<file path="src/rtl/framebuffer_scanout.sv">
// HUB75 scan-out: reads RGB565 row pairs from frame memory port B and drives the panel
// with binary-coded modulation over PLANES bit-planes.
module framebuffer_scanout #(
    parameter int unsigned COLUMNS      = 64,
    parameter int unsigned ROWS         = 32,
    parameter int unsigned ADDR_W       = 11,
    parameter int unsigned ROW_W        = 4,
    parameter int unsigned PLANES       = 4,
    parameter int unsigned DISPLAY_BASE = 32
) (
    input  logic              i_clk,
    input  logic              i_rst_n,
    input  logic              i_enable,
    output logic [ADDR_W-1:0] o_mem_addr_b,
    output logic              o_mem_en_b,
    input  logic [15:0]       i_mem_data_b,
    output logic [ROW_W-1:0]  o_row_addr,
    output logic [2:0]        o_rgb0,
    output logic [2:0]        o_rgb1,
    output logic              o_panel_clk,
    output logic              o_panel_lat,
    output logic              o_panel_oe_n,
    output logic              o_frame_start
);

    localparam int unsigned SHIFT_LEN = 4 * COLUMNS + 2;
    localparam int unsigned DISP_MAX  = DISPLAY_BASE << (PLANES - 1);
    localparam int unsigned CNT_W     = $clog2(((SHIFT_LEN > DISP_MAX) ? SHIFT_LEN : DISP_MAX) + 1);
    localparam int unsigned PLANE_W   = (PLANES > 1) ? $clog2(PLANES) : 1;
    localparam int unsigned HALF_OFF  = (ROWS / 2) * COLUMNS;

    typedef enum logic [2:0] {StIdle, StShift, StBlank, StLatch, StDisplay} state_e;

    state_e              r_state;
    logic [CNT_W-1:0]    r_cnt;
    logic [ROW_W-1:0]    r_row;
    logic [PLANE_W-1:0]  r_plane;
    logic [15:0]         r_upper;
    logic [15:0]         r_lower;
    logic [ADDR_W-1:0]   r_mem_addr;
    logic                r_mem_en;
    logic [ROW_W-1:0]    r_row_addr;
    logic [2:0]          r_rgb0;
    logic [2:0]          r_rgb1;
    logic                r_panel_clk;
    logic                r_panel_lat;
    logic                r_panel_oe_n;
    logic                r_frame_start;

    // Selects the top PLANES bits of each channel: R=w[16-P+p], G=w[11-P+p], B=w[5-P+p].
    function automatic logic [2:0] plane_bits(input logic [15:0] w, input logic [PLANE_W-1:0] p);
        logic [15:0] sh_r;
        logic [15:0] sh_g;
        logic [15:0] sh_b;
        sh_r = w >> (32'(16 - PLANES) + 32'(p));
        sh_g = w >> (32'(11 - PLANES) + 32'(p));
        sh_b = w >> (32'(5 - PLANES) + 32'(p));
        return {sh_r[0], sh_g[0], sh_b[0]};
    endfunction

    // Outputs are registered, so SHIFT decodes the slot/phase of the *next* cycle.
    logic [CNT_W-1:0]   w_k1;
    logic [CNT_W-1:0]   w_col;
    logic [1:0]         w_phase;
    logic               w_slot_mem;
    logic [ADDR_W-1:0]  w_row_base;
    logic [ADDR_W-1:0]  w_addr_up;
    logic [ADDR_W-1:0]  w_addr_lo;
    logic               w_last_plane;
    logic [PLANE_W-1:0] w_plane_nxt;
    logic [ROW_W-1:0]   w_row_nxt;
    logic               w_shift_end;
    logic               w_disp_end;

    assign w_k1         = r_cnt + CNT_W'(1);
    assign w_col        = w_k1 >> 2;
    assign w_phase      = w_k1[1:0];
    assign w_slot_mem   = (w_col < CNT_W'(COLUMNS)) && !w_phase[1];
    assign w_row_base   = ADDR_W'(r_row) * ADDR_W'(COLUMNS);
    assign w_addr_up    = w_row_base + ADDR_W'(w_col);
    assign w_addr_lo    = w_addr_up + ADDR_W'(HALF_OFF);
    assign w_last_plane = (r_plane == PLANE_W'(PLANES - 1));
    assign w_plane_nxt  = w_last_plane ? '0 : r_plane + PLANE_W'(1);
    assign w_row_nxt    = !w_last_plane ? r_row :
                          (r_row == ROW_W'(ROWS / 2 - 1)) ? '0 : r_row + ROW_W'(1);
    assign w_shift_end  = (r_cnt == CNT_W'(SHIFT_LEN - 1));
    assign w_disp_end   = (r_cnt == (CNT_W'(DISPLAY_BASE) << r_plane) - CNT_W'(1));

    always_ff @(posedge i_clk or negedge i_rst_n) begin
        if (!i_rst_n) begin
            r_state       <= StIdle;
            r_cnt         <= '0;
            r_row         <= '0;
            r_plane       <= '0;
            r_upper       <= '0;
            r_lower       <= '0;
            r_mem_addr    <= '0;
            r_mem_en      <= 1'b0;
            r_row_addr    <= '0;
            r_rgb0        <= '0;
            r_rgb1        <= '0;
            r_panel_clk   <= 1'b0;
            r_panel_lat   <= 1'b0;
            r_panel_oe_n  <= 1'b1;
            r_frame_start <= 1'b0;
        end else begin
            r_frame_start <= 1'b0;
            case (r_state)
                StIdle: begin
                    if (i_enable) begin
                        r_state       <= StShift;
                        r_cnt         <= '0;
                        r_mem_en      <= 1'b1;
                        r_mem_addr    <= w_row_base;
                        r_frame_start <= (r_row == '0) && (r_plane == '0);
                    end
                end
                StShift: begin
                    case (r_cnt[1:0])
                        2'd1: r_upper <= i_mem_data_b;
                        2'd2: r_lower <= i_mem_data_b;
                        2'd3: begin
                            r_rgb0 <= plane_bits(r_upper, r_plane);
                            r_rgb1 <= plane_bits(r_lower, r_plane);
                        end
                        default: ;
                    endcase
                    if (w_shift_end) begin
                        r_state     <= StBlank;
                        r_cnt       <= '0;
                        r_panel_clk <= 1'b0;
                        r_mem_en    <= 1'b0;
                        r_row_addr  <= r_row;
                    end else begin
                        r_cnt       <= w_k1;
                        r_mem_en    <= w_slot_mem;
                        r_panel_clk <= (w_col != '0) && !w_phase[1];
                        if (w_slot_mem) r_mem_addr <= w_phase[0] ? w_addr_lo : w_addr_up;
                    end
                end
                StBlank: begin
                    r_state     <= StLatch;
                    r_panel_lat <= 1'b1;
                end
                StLatch: begin
                    r_state      <= StDisplay;
                    r_panel_lat  <= 1'b0;
                    r_panel_oe_n <= 1'b0;
                    r_cnt        <= '0;
                end
                StDisplay: begin
                    if (w_disp_end) begin
                        r_panel_oe_n <= 1'b1;
                        r_cnt        <= '0;
                        if (i_enable) begin
                            r_state       <= StShift;
                            r_plane       <= w_plane_nxt;
                            r_row         <= w_row_nxt;
                            r_mem_en      <= 1'b1;
                            r_mem_addr    <= ADDR_W'(w_row_nxt) * ADDR_W'(COLUMNS);
                            r_frame_start <= (w_row_nxt == '0) && (w_plane_nxt == '0);
                        end else begin
                            r_state <= StIdle;
                        end
                    end else begin
                        r_cnt <= w_k1;
                    end
                end
                default: r_state <= StIdle;
            endcase
        end
    end

    assign o_mem_addr_b  = r_mem_addr;
    assign o_mem_en_b    = r_mem_en;
    assign o_row_addr    = r_row_addr;
    assign o_rgb0        = r_rgb0;
    assign o_rgb1        = r_rgb1;
    assign o_panel_clk   = r_panel_clk;
    assign o_panel_lat   = r_panel_lat;
    assign o_panel_oe_n  = r_panel_oe_n;
    assign o_frame_start = r_frame_start;

endmodule

</file>
<file path="config.mk">
export PLATFORM = sky130hd
export DESIGN_NAME = framebuffer_scanout
export DESIGN_NICKNAME = d
export VERILOG_FILES = /design/src/rtl/framebuffer_scanout.sv
export SDC_FILE = /design/constraint.sdc
export NUM_CORES = 1
export LEC_CHECK = 0
export CAP_MARGIN = 25
export CORE_ASPECT_RATIO = 0.75
export CORE_MARGIN = 3
export CORE_UTILIZATION = 50
export DETAILED_ROUTE_END_ITERATION = 12
export PLACE_DENSITY = 0.77
export SKIP_LAST_GASP = 1
export SLEW_MARGIN = 30
export SYNTH_ARGS = -nofsm -noshare
export SYNTH_HDL_FRONTEND = slang
export SYNTH_SLANG_ARGS = --single-unit
</file>
<file path="constraint.sdc">
create_clock -name i_clk -period 3.25 [get_ports i_clk]
set_clock_uncertainty 0.15 [all_clocks]
set_input_delay 0.8125 -clock i_clk [delete_from_list [all_inputs] [get_ports i_clk]]
set_output_delay 0.8125 -clock i_clk [all_outputs]
set_load 0.01 [all_outputs]
</file>
Word-level counts from Yosys, hierarchy flattened:

Cells that the tools add are included.
W data, S select, Z words.

* bits in latches: 0
* output and inout bits: 26
* ROM bits: 0
* memories kept: 0
* memory bits (writable): 0
* register bits after elaboration: 76

* bitwise logic cells: 0
* add/sub/neg operators: 9
* eq/ne operators: 17
* divide/modulo/power cells: 0
* shifts and indexed selects: 7
* mux-type cells: 31
* order comparisons: 1
* multiply operators: 0
* reduce and logical (&&, ||, !) cells: 25

Operators with widths (count)
* $shr A16 B32 Y1: 3
* $mux W11: 6
* $pmux W9 S4: 1
* $pmux W11 S3: 1
* $mux W9: 3
* $shr A16 B3 Y1: 1
* $shr A16 B4 Y1: 1
* $shr A16 B5 Y1: 1
* $pmux W3 S5: 1
* $reduce_and A2 Y1: 7
* $ne A2 B2 Y1 const B: 6
* $add A10 B7 Y11: 1
* $add A11 B11 Y11 const B: 1
* $add A9 B1 Y9 const B: 1
* $eq A9 B9 Y1: 1
* $eq A9 B9 Y1 const B: 1
* $mux W1: 9
* $mux W3: 3
* $reduce_bool A9 Y1: 1
* $shl A6 B2 Y9 const A: 1
* $sub A9 B1 Y9 const B: 1
* $logic_not A4 Y1: 2
* $mux W4: 2
* $lt A7 B7 Y1 const B: 1
* 23 further kinds: 34

Longest topological paths before layout:

Gate-level depths: netlist of run 1.

* depth after elaboration: 8
* mapped depth: 10

Worst setup path after synthesis of run 1:

Ideal clock, no wire load.

* kind: reg-to-reg
* start: register r_plane[0]
* end: register r_mem_addr[7] (netlist: o_mem_addr_b[7])
* clock period less this slack: 2.702 ns
* setup slack: 0.548 ns
* buffers on the path: 2
* cell stages (with the launch flop): 10
* setup time: 0.125 ns
* arrival time: 2.427 ns
* data required time: 2.975 ns
* cell sequence: dfrtp_1 > clkbuf_1 > inv_1 > ha_1 > xnor3_1 > nor2_2 > a41oi_1 > a211o_1 > buf_6 > mux2_4

* longest elaborated chain between the ends: 5
* elaborated cells between the ends (all ways): 10
* classes of those cells: add/sub: 1; eq/ne: 3; shift: 1; mux: 4; reduce/logical: 1

RTL lines
* start: declaration: RTL line 37 `logic [PLANE_W-1:0] r_plane;`
* start signal: assignment: RTL line 157 `r_plane <= w_plane_nxt;`
* $shl A6 B2 Y9 / $eq A2 B2 Y1 (equally long branches): RTL line 87, 82
* $sub A9 B1 Y9 / $mux W4 (equally long branches): RTL line 87, 84
* $eq A9 B9 Y1 / $mux W11 (equally long branches): RTL line 87, 155
* $ne A2 B2 Y1 (no source line) / $mux W11 (equally long branches)
* $reduce_and A6 Y1 (no source line) / $pmux W11 S3 (equally long branches)
* end signal: assignment: RTL line 114 `r_mem_addr <= w_row_base;`
* end signal: assignment: RTL line 138 `if (w_slot_mem) r_mem_addr <= w_phase[0] ? w_addr_lo : w_addr_up;`
* end signal: assignment: RTL line 160 `r_mem_addr <= ADDR_W'(w_row_nxt) * ADDR_W'(COLUMNS);`
* end: declaration: RTL line 40 `logic [ADDR_W-1:0] r_mem_addr;`

Several ways; a longest one is shown, not always the timed one. The select of a mux whose other input is x is not followed.
A chain may end at the register's enable or synchronous reset.

Worst setup path in the final report of run 1:

* start: register r_cnt[0]
* end: register r_mem_addr[7] (netlist: o_mem_addr_b[7])

* longest elaborated chain between the ends: 7
* elaborated cells between the ends (all ways): 16
* classes of those cells: add/sub: 3; order compare: 1; eq/ne: 5; mux: 4; reduce/logical: 3

RTL lines
* start: declaration: RTL line 35 `logic [CNT_W-1:0] r_cnt;`
* start signal: assignment: RTL line 135 `r_cnt <= w_k1;`
* start signal: assignment: RTL line 166 `r_cnt <= w_k1;`
* $add A9 B1 Y9: RTL line 75 `assign w_k1 = r_cnt + CNT_W'(1);`
* $add A10 B7 Y11: RTL line 80 `assign w_addr_up = w_row_base + ADDR_W'(w_col);`
* $add A11 B11 Y11: RTL line 81 `assign w_addr_lo = w_addr_up + ADDR_W'(HALF_OFF);`
* $mux W11 (2 in a row): RTL line 138
* $mux W11: RTL line 128 `if (w_shift_end) begin`
* $pmux W11 S3: RTL line 108 `case (r_state)`

Several ways; a longest one is shown, not always the timed one. The select of a mux whose other input is x is not followed.

==> results of run 1 <==
[worst max-delay path: stages, from the launching register on]
cell,delay (ps)
dfrtp_1,510
ha_1,310
and4_4,280
and4_4,240
xnor2_2,140
inv_2,70
ha_1,200
ha_1,280
a221o_1,320
mux2_4,260
[cell usage after synthesis, drive strengths merged, types with 2 or more instances]
cell | n | area, um^2
nand3 | 11 | 55.1
and2 | 7 | 43.8
nor2b | 2 | 12.5
mux2 | 43 | 495
or3 | 2 | 12.5
and3 | 3 | 20.0
clkbuf | 7 | 26.3
inv | 9 | 33.8
nand2b | 2 | 12.5
o2bb2ai | 7 | 61.3
o21ai | 14 | 70.1
nor2 | 9 | 43.8
a21oi | 7 | 35.0
buf | 13 | 103
and4 | 2 | 22.5
nor3 | 4 | 20.0
a211o | 3 | 26.3
a221o | 2 | 20.0
xnor2 | 10 | 95.1
o22ai | 2 | 12.5
nand2 | 18 | 67.6
xor2 | 3 | 26.3
a41oi | 2 | 17.5
nand4 | 3 | 18.8
o211ai | 2 | 15.0
o22a | 2 | 17.5
ha | 11 | 138
dfrtp | 67 | 1680
a31o | 3 | 26.3
o41ai | 2 | 17.5
mux4 | 6 | 135
[where the power goes]
group          switching [mW]  internal (mW)
clock network           0.339          0.380
logic                   0.483          0.552
registers               0.201           1.10
[metal layers]
metal,wire length (um),GRT usage
met1,3300,0.285
met2,3030,0.270
met3,480,0.0641
met4,60,0.0569
met5,0,0
[sequential cells by signal, indices dropped and copies added, names as in the netlist]
name           count
r_lower           12
r_upper           12
o_mem_addr_b      11
r_cnt              9
o_row_addr         4
r_row              4
o_rgb0             3
o_rgb1             3
r_state            3
r_plane            2
o_frame_start      1
o_mem_en_b         1
o_panel_clk        1
o_panel_lat        1
o_panel_oe_n       1
[placed cells by master, fill, tap and decap left out, types with 2 or more instances in the layout]
| cell | n |
|---|---|
| dfrtp_1 | 67 |
| mux2_2 | 40 |
| clkdlybuf4s50_1 | 39 |
| nand2_1 | 18 |
| o21ai_0 | 14 |
| nand3_1 | 11 |
| ha_1 | 11 |
| clkbuf_8 | 10 |
| xnor2_1 | 9 |
| inv_1 | 8 |
| a21oi_1 | 7 |
| nor2_1 | 7 |
| and2_1 | 7 |
| o2bb2ai_1 | 7 |
| mux4_2 | 6 |
| nor3_1 | 4 |
| buf_4 | 4 |
| a211o_1 | 3 |
| xor2_1 | 3 |
| nand4_1 | 3 |
| a31o_2 | 3 |
| mux2_4 | 3 |
| clkinvlp_4 | 3 |
| and4_4 | 2 |
| o211ai_1 | 2 |
| or3_1 | 2 |
| o41ai_1 | 2 |
| and3_1 | 2 |
| a41oi_1 | 2 |
| o22ai_1 | 2 |
| nand2b_1 | 2 |
| a221o_1 | 2 |
| nor2b_1 | 2 |
| o22a_1 | 2 |
| inv_6 | 2 |
[layout make-up]
type	instances	area share
clock buffer	10	0.0329
timing repair buffer	44	0.102
multi-input combinational	197	0.405
tap	94	0.0281
inverter	9	0.00808
sequential	68	0.407
clock inverter	6	0.0168
[per-stage QoR]
stage,hold slack (ps),utilization
after floorplan,325,-
after global placement,312,0.602
after detailed placement,319,0.602
after CTS,338,0.633
after global routing,367,0.633
final,328,0.633
[how the worst max path moves through the flow]
stage	startpoint	end	slack, ps	cells after the start
2_1_floorplan	r_plane[0]	o_mem_addr_b[7]	550	9
3_3_place_gp	r_cnt[0]	o_mem_addr_b[7]	440	9
3_5_place_dp	r_cnt[0]	o_mem_addr_b[7]	420	9
4_1_cts	r_cnt[0]	o_mem_addr_b[7]	410	9
5_1_grt	r_cnt[0]	o_mem_addr_b[7]	240	9
6_report	r_cnt[0]	o_mem_addr_b[7]	390	9
[logic make-up (layout without fill, tap and decap cells)]
family	count (synthesis)	count (layout)
AO/OA/AOI/OAI	54	54
XOR/XNOR	15	15
adder cells (fa/ha/maj)	11	11
buffers and inverters	29	69
flip-flops	68	68
multiplexers	50	50
AND/OR/NAND/NOR	67	67
==> metrics.txt, run 1 <==
Post-CTS Setup Bufs=0; crit path launch type=flop; critical path class=flop to flop; Post-CTS Resized=0; Synth Area in XOR/XNOR=0.0471; TritonCTS clock tree=yes; Post-DP Area=slightly below 4000 um^2; Synth Area in Compound Gates=0.107; Post-Synth Simple-Gate Area=0.103; type of the worst min-delay path=flop to flop; PD cells=731 nW/um^2; Tightest Pin Transition=approximately 660 ps; worst skew pair latency=between 300 and 400 ps; Root Driver=clkbuf_8; CP Capture Type=flop; R2R Path End=o_mem_addr_b[7]; Post-synth EDFFs=0; Max Clk Rate=approximately 350 MHz; Remaining DRCs=0; crit-path max FO=7; Arrival @ worst endpoint=~3000 ps; Sequential Area=roughly 1700 um^2; Post-Place Setup Slack=422 ps; net count after synthesis=~320; total of max-cap violations=0; final cell count without fillers=428; CTS buffer count=9; R2R setup slack=~400 ps; largest family of logic cells by synthesized area=multiplexers; drt first-iter violations=about 170; layout overhead on the synthesized area=17.5%; Max-slew headroom=0.557; Worst Min Path Start=o_row_addr[1]; Synth async-reset ratio=1.00; first-pass GRT wire length=12.0 mm; Vias=roughly 2400; 1st-pass router iterations=4; placed cell count=between 400 and 500; Worst VDD drop=between 0.0003 and 0.0004 V; fin crit period=between 2000 and 3000 ps; vias per cell=between 5 and 6; Clk pin slew, worst setup/hold paths=about 80 ps; initial core utilization=0.539; Warnings, synthesis=0; number of global-route vias before repair=between 2000 and 2500; ant diodes=0; number of I/O port buffers=40; initial antenna violation count=0; RSZ-0062 raised after global routing=false; worst hold path depth=2; core area=roughly 6600 um^2; worst setup margin=between 300 and 400 ps; Pwr Total=about 3.1 mW; FF-to-FF Start=r_cnt[0]; Seq cells post-synth=just under 70; Tcrit/Tclk final=0.880; total negative slack=0 ps; chip height=just under 80 um; standard-cell rows=25; Final ANT Viol Nets=0; IO Pins=45; final net count=359; Synth Area in Adders=0.0387; fin. max-slew vios=0; largest net degree at the start of global routing=36; status=finished clean; synth unique cells=55; area of the multi-input gates=~1700 um^2; Leakage Power=1.79 nW; Seq/Total Area, Yosys=0.479; routability cong.=around 0.83; hold buffers post-CTS=0; Final Instance Area=4180 um^2; mapped cell area=approximately 3600 um^2; Final Hold Fails=0; hold endpoint=o_row_addr[1]; top_reg_cell synth=dfrtp_1; die area=between 8000 and 9000 um^2; post-DP HPWL=roughly 5.0 mm; post-synthesis cell count=294; clock tree buffer depth=2; fill cell total of the finished layout=502; GRT Util Overall=0.193; syn avg cell area=between 10 and 15 um^2; R2R cell count=9; GRT overflow=0; layout cell share with drive strength beyond 1=0.246; TritonCTS Sinks=68; Die W=roughly 100 um; WL final=just under 7 mm; Final setup viols=0; routed len/inst=between 15 and 20 um; Worst EP required=about 3300 ps; H-tree Lvls=3; multiplexer area fraction after synthesis=0.180
Note: power is estimated with default switching activity, not from simulation.
==> run 2, diff against run 1 <==
--- a/config.mk
+++ b/config.mk
@@ -10,7 +10,7 @@
 export CORE_MARGIN = 3
 export CORE_UTILIZATION = 50
 export DETAILED_ROUTE_END_ITERATION = 12
-export PLACE_DENSITY = 0.77
+export PLACE_DENSITY = 0.74
 export SKIP_LAST_GASP = 1
 export SLEW_MARGIN = 30
 export SYNTH_ARGS = -nofsm -noshare
==> run 2 against run 1 <==
  * Core utilization up 0.49 points
  * Routed wire length increased by 3.5%
  * Global-route usage up 0.77 points
  * Hold slack lost 39 ps
  * Die area did not move
  * Register-to-register slack lost 50 ps
  * Total power is 3.2% higher
  * Final cell count is 0.23% lower
  * Combinational power is essentially flat
  * Sequential share of layout area fell by 0.31 points
  * Critical endpoint unchanged
==> metrics.txt, run 2 (synthesis results as in run 1) <==
layout cell share with drive strength beyond 1=0.243 (-0.00227); GRT overflow=0 (unchanged); Root Driver=clkbuf_8; worst setup margin=342 ps (-48.0 ps); vias per cell=5.67 (+0.98%); ant diodes=0 (unchanged); worst skew pair latency=350 ps (about the same); total negative slack=0 ps (unchanged); commonest cells after routing, fill and taps aside=dfrtp_1, mux2_2, clkdlybuf4s50_1; Die W=103 um (unchanged); Tightest Pin Transition=574 ps (-81.9 ps); Worst VDD drop=0.000418 V (+7.1%); critical path class=flop to flop; routed len/inst=16.7 um (+3.8%); CP Capture Type=flop; drt first-iter violations=156 (-6.0%); Tcrit/Tclk final=0.895 (+0.0148); Clk pin slew, worst setup/hold paths=70 ps (about the same); Worst EP required=3340 ps (about the same); layout overhead on the synthesized area=18.4%; post-DP HPWL=5.14 mm (+2.3%); Leakage Power=1.80 nW (+0.90%); total of max-cap violations=0 (unchanged); WL final=7.11 mm (+3.5%); IO Pins=45 (unchanged); Max Clk Rate=344 MHz (-1.7%); first-pass GRT wire length=12.5 mm (+3.8%); largest net degree at the start of global routing=47 (+31%); Final ANT Viol Nets=0 (unchanged); Post-CTS Resized=0 (unchanged); PD cells=748 nW/um^2 (+2.4%); die area=8180 um^2 (unchanged); routability cong.=0.895 (+7.5%); final net count=358 (-0.28%); initial core utilization=0.539 (unchanged); GRT Util Overall=0.201 (+0.00772); crit-path max FO=7 (unchanged); chip height=79.1 um (unchanged); Max-slew headroom=0.613 (+0.0553); Final setup viols=0 (unchanged); CTS buffer count=9 (unchanged); status=finished clean; core area=6600 um^2 (unchanged); number of global-route vias before repair=2493 (+5.9%); type of the worst min-delay path=input pin to asynchronous set/reset pin; Arrival @ worst endpoint=2990 ps (+40 ps); Vias=2422 (+0.75%); TritonCTS Sinks=68 (unchanged); number of I/O port buffers=40 (unchanged); RSZ-0062 raised after global routing=false; H-tree Lvls=3 (unchanged); standard-cell rows=25 (unchanged); Hold WS=289 ps (-38.6 ps); fin crit period=2910 ps (+48.0 ps); 1st-pass router iterations=4 (unchanged); crit path launch type=flop; Pwr Total=3.15 mW (+3.2%); Final Hold Fails=0 (unchanged); TritonCTS clock tree=yes; Post-Place Setup Slack=399 ps (-23.3 ps); clock tree buffer depth=2 (unchanged); fin. max-slew vios=0 (unchanged); most common cell after layout, fill and taps aside=dfrtp_1; initial antenna violation count=0 (unchanged); Remaining DRCs=0 (unchanged); hold buffers post-CTS=0 (unchanged); Post-CTS Setup Bufs=0 (unchanged)
==> run 2: changes by cell type in the layout (fill, tap and decap cells not counted), sizes merged <==
cell,previous run,this run
clkinv,0,1
inv,11,9
clkbuf,10,11
clkinvlp,3,2
buf,5,4
bufinv,1,2
==> run 2: power breakdown <==
group	leakage [nW]	switching [mW]	internal, mW
clock	0.112	0.324	0.475
combinational	0.814	0.495	0.554
sequential	0.879	0.204	1.10
==> run 2: layer usage <==
metal / share of wire / track usage / vias up
met5: 0 / 0 / -
met4: 0.014 / 0.0569 / 0
met3: 0.059 / 0.0685 / 9
met2: 0.45 / 0.284 / 62
met1: 0.47 / 0.294 / 1218
li1: - / - / 1133
==> run 2: area by class of cell <==
| type | count | area, um^2 |
|---|---|---|
| Sequential cell | 68 | 1700 |
| Tap cell | 94 | 118 |
| Clock buffer | 11 | 151 |
| Timing Repair Buffer | 43 | 430 |
| Multi-Input combinational cell | 197 | 1690 |
| Fill cell | 524 | 2390 |
| Inverter | 9 | 33.8 |
| Clock inverter | 5 | 83.8 |
==> run 2: worst max-delay path: stages (launching register included) <==
cell	delay (ps)
dfrtp_1	510
ha_1	310
and4_4	280
and4_4	240
xnor2_2	140
inv_2	70
ha_1	210
ha_1	290
a221o_1	330
mux2_4	260
==> run 2: worst paths after layout <==
check | startpoint | end | slack [ps] | cells past startpoint
max | r_cnt[0] | o_mem_addr_b[7] | 340 | 9
min in group i_clk | o_row_addr[1] | o_row_addr[1] | 330 | 2
min reg2reg | o_row_addr[1] | o_row_addr[1] | 330 | 2
max reg2reg | r_cnt[0] | o_mem_addr_b[7] | 340 | 9
max in group asynchronous | i_rst_n | o_panel_oe_n | 1980 | 2
min | i_rst_n | o_rgb1[0] | 290 | 1
==> run 2: stage by stage <==
stage,utilization,instance area [um^2],cells
after detailed placement,0.603,3980,411
final,0.638,4210,427
after global routing,0.638,4210,427
after CTS,0.638,4210,427
after floorplan,-,3560,294
after global placement,0.603,3980,411
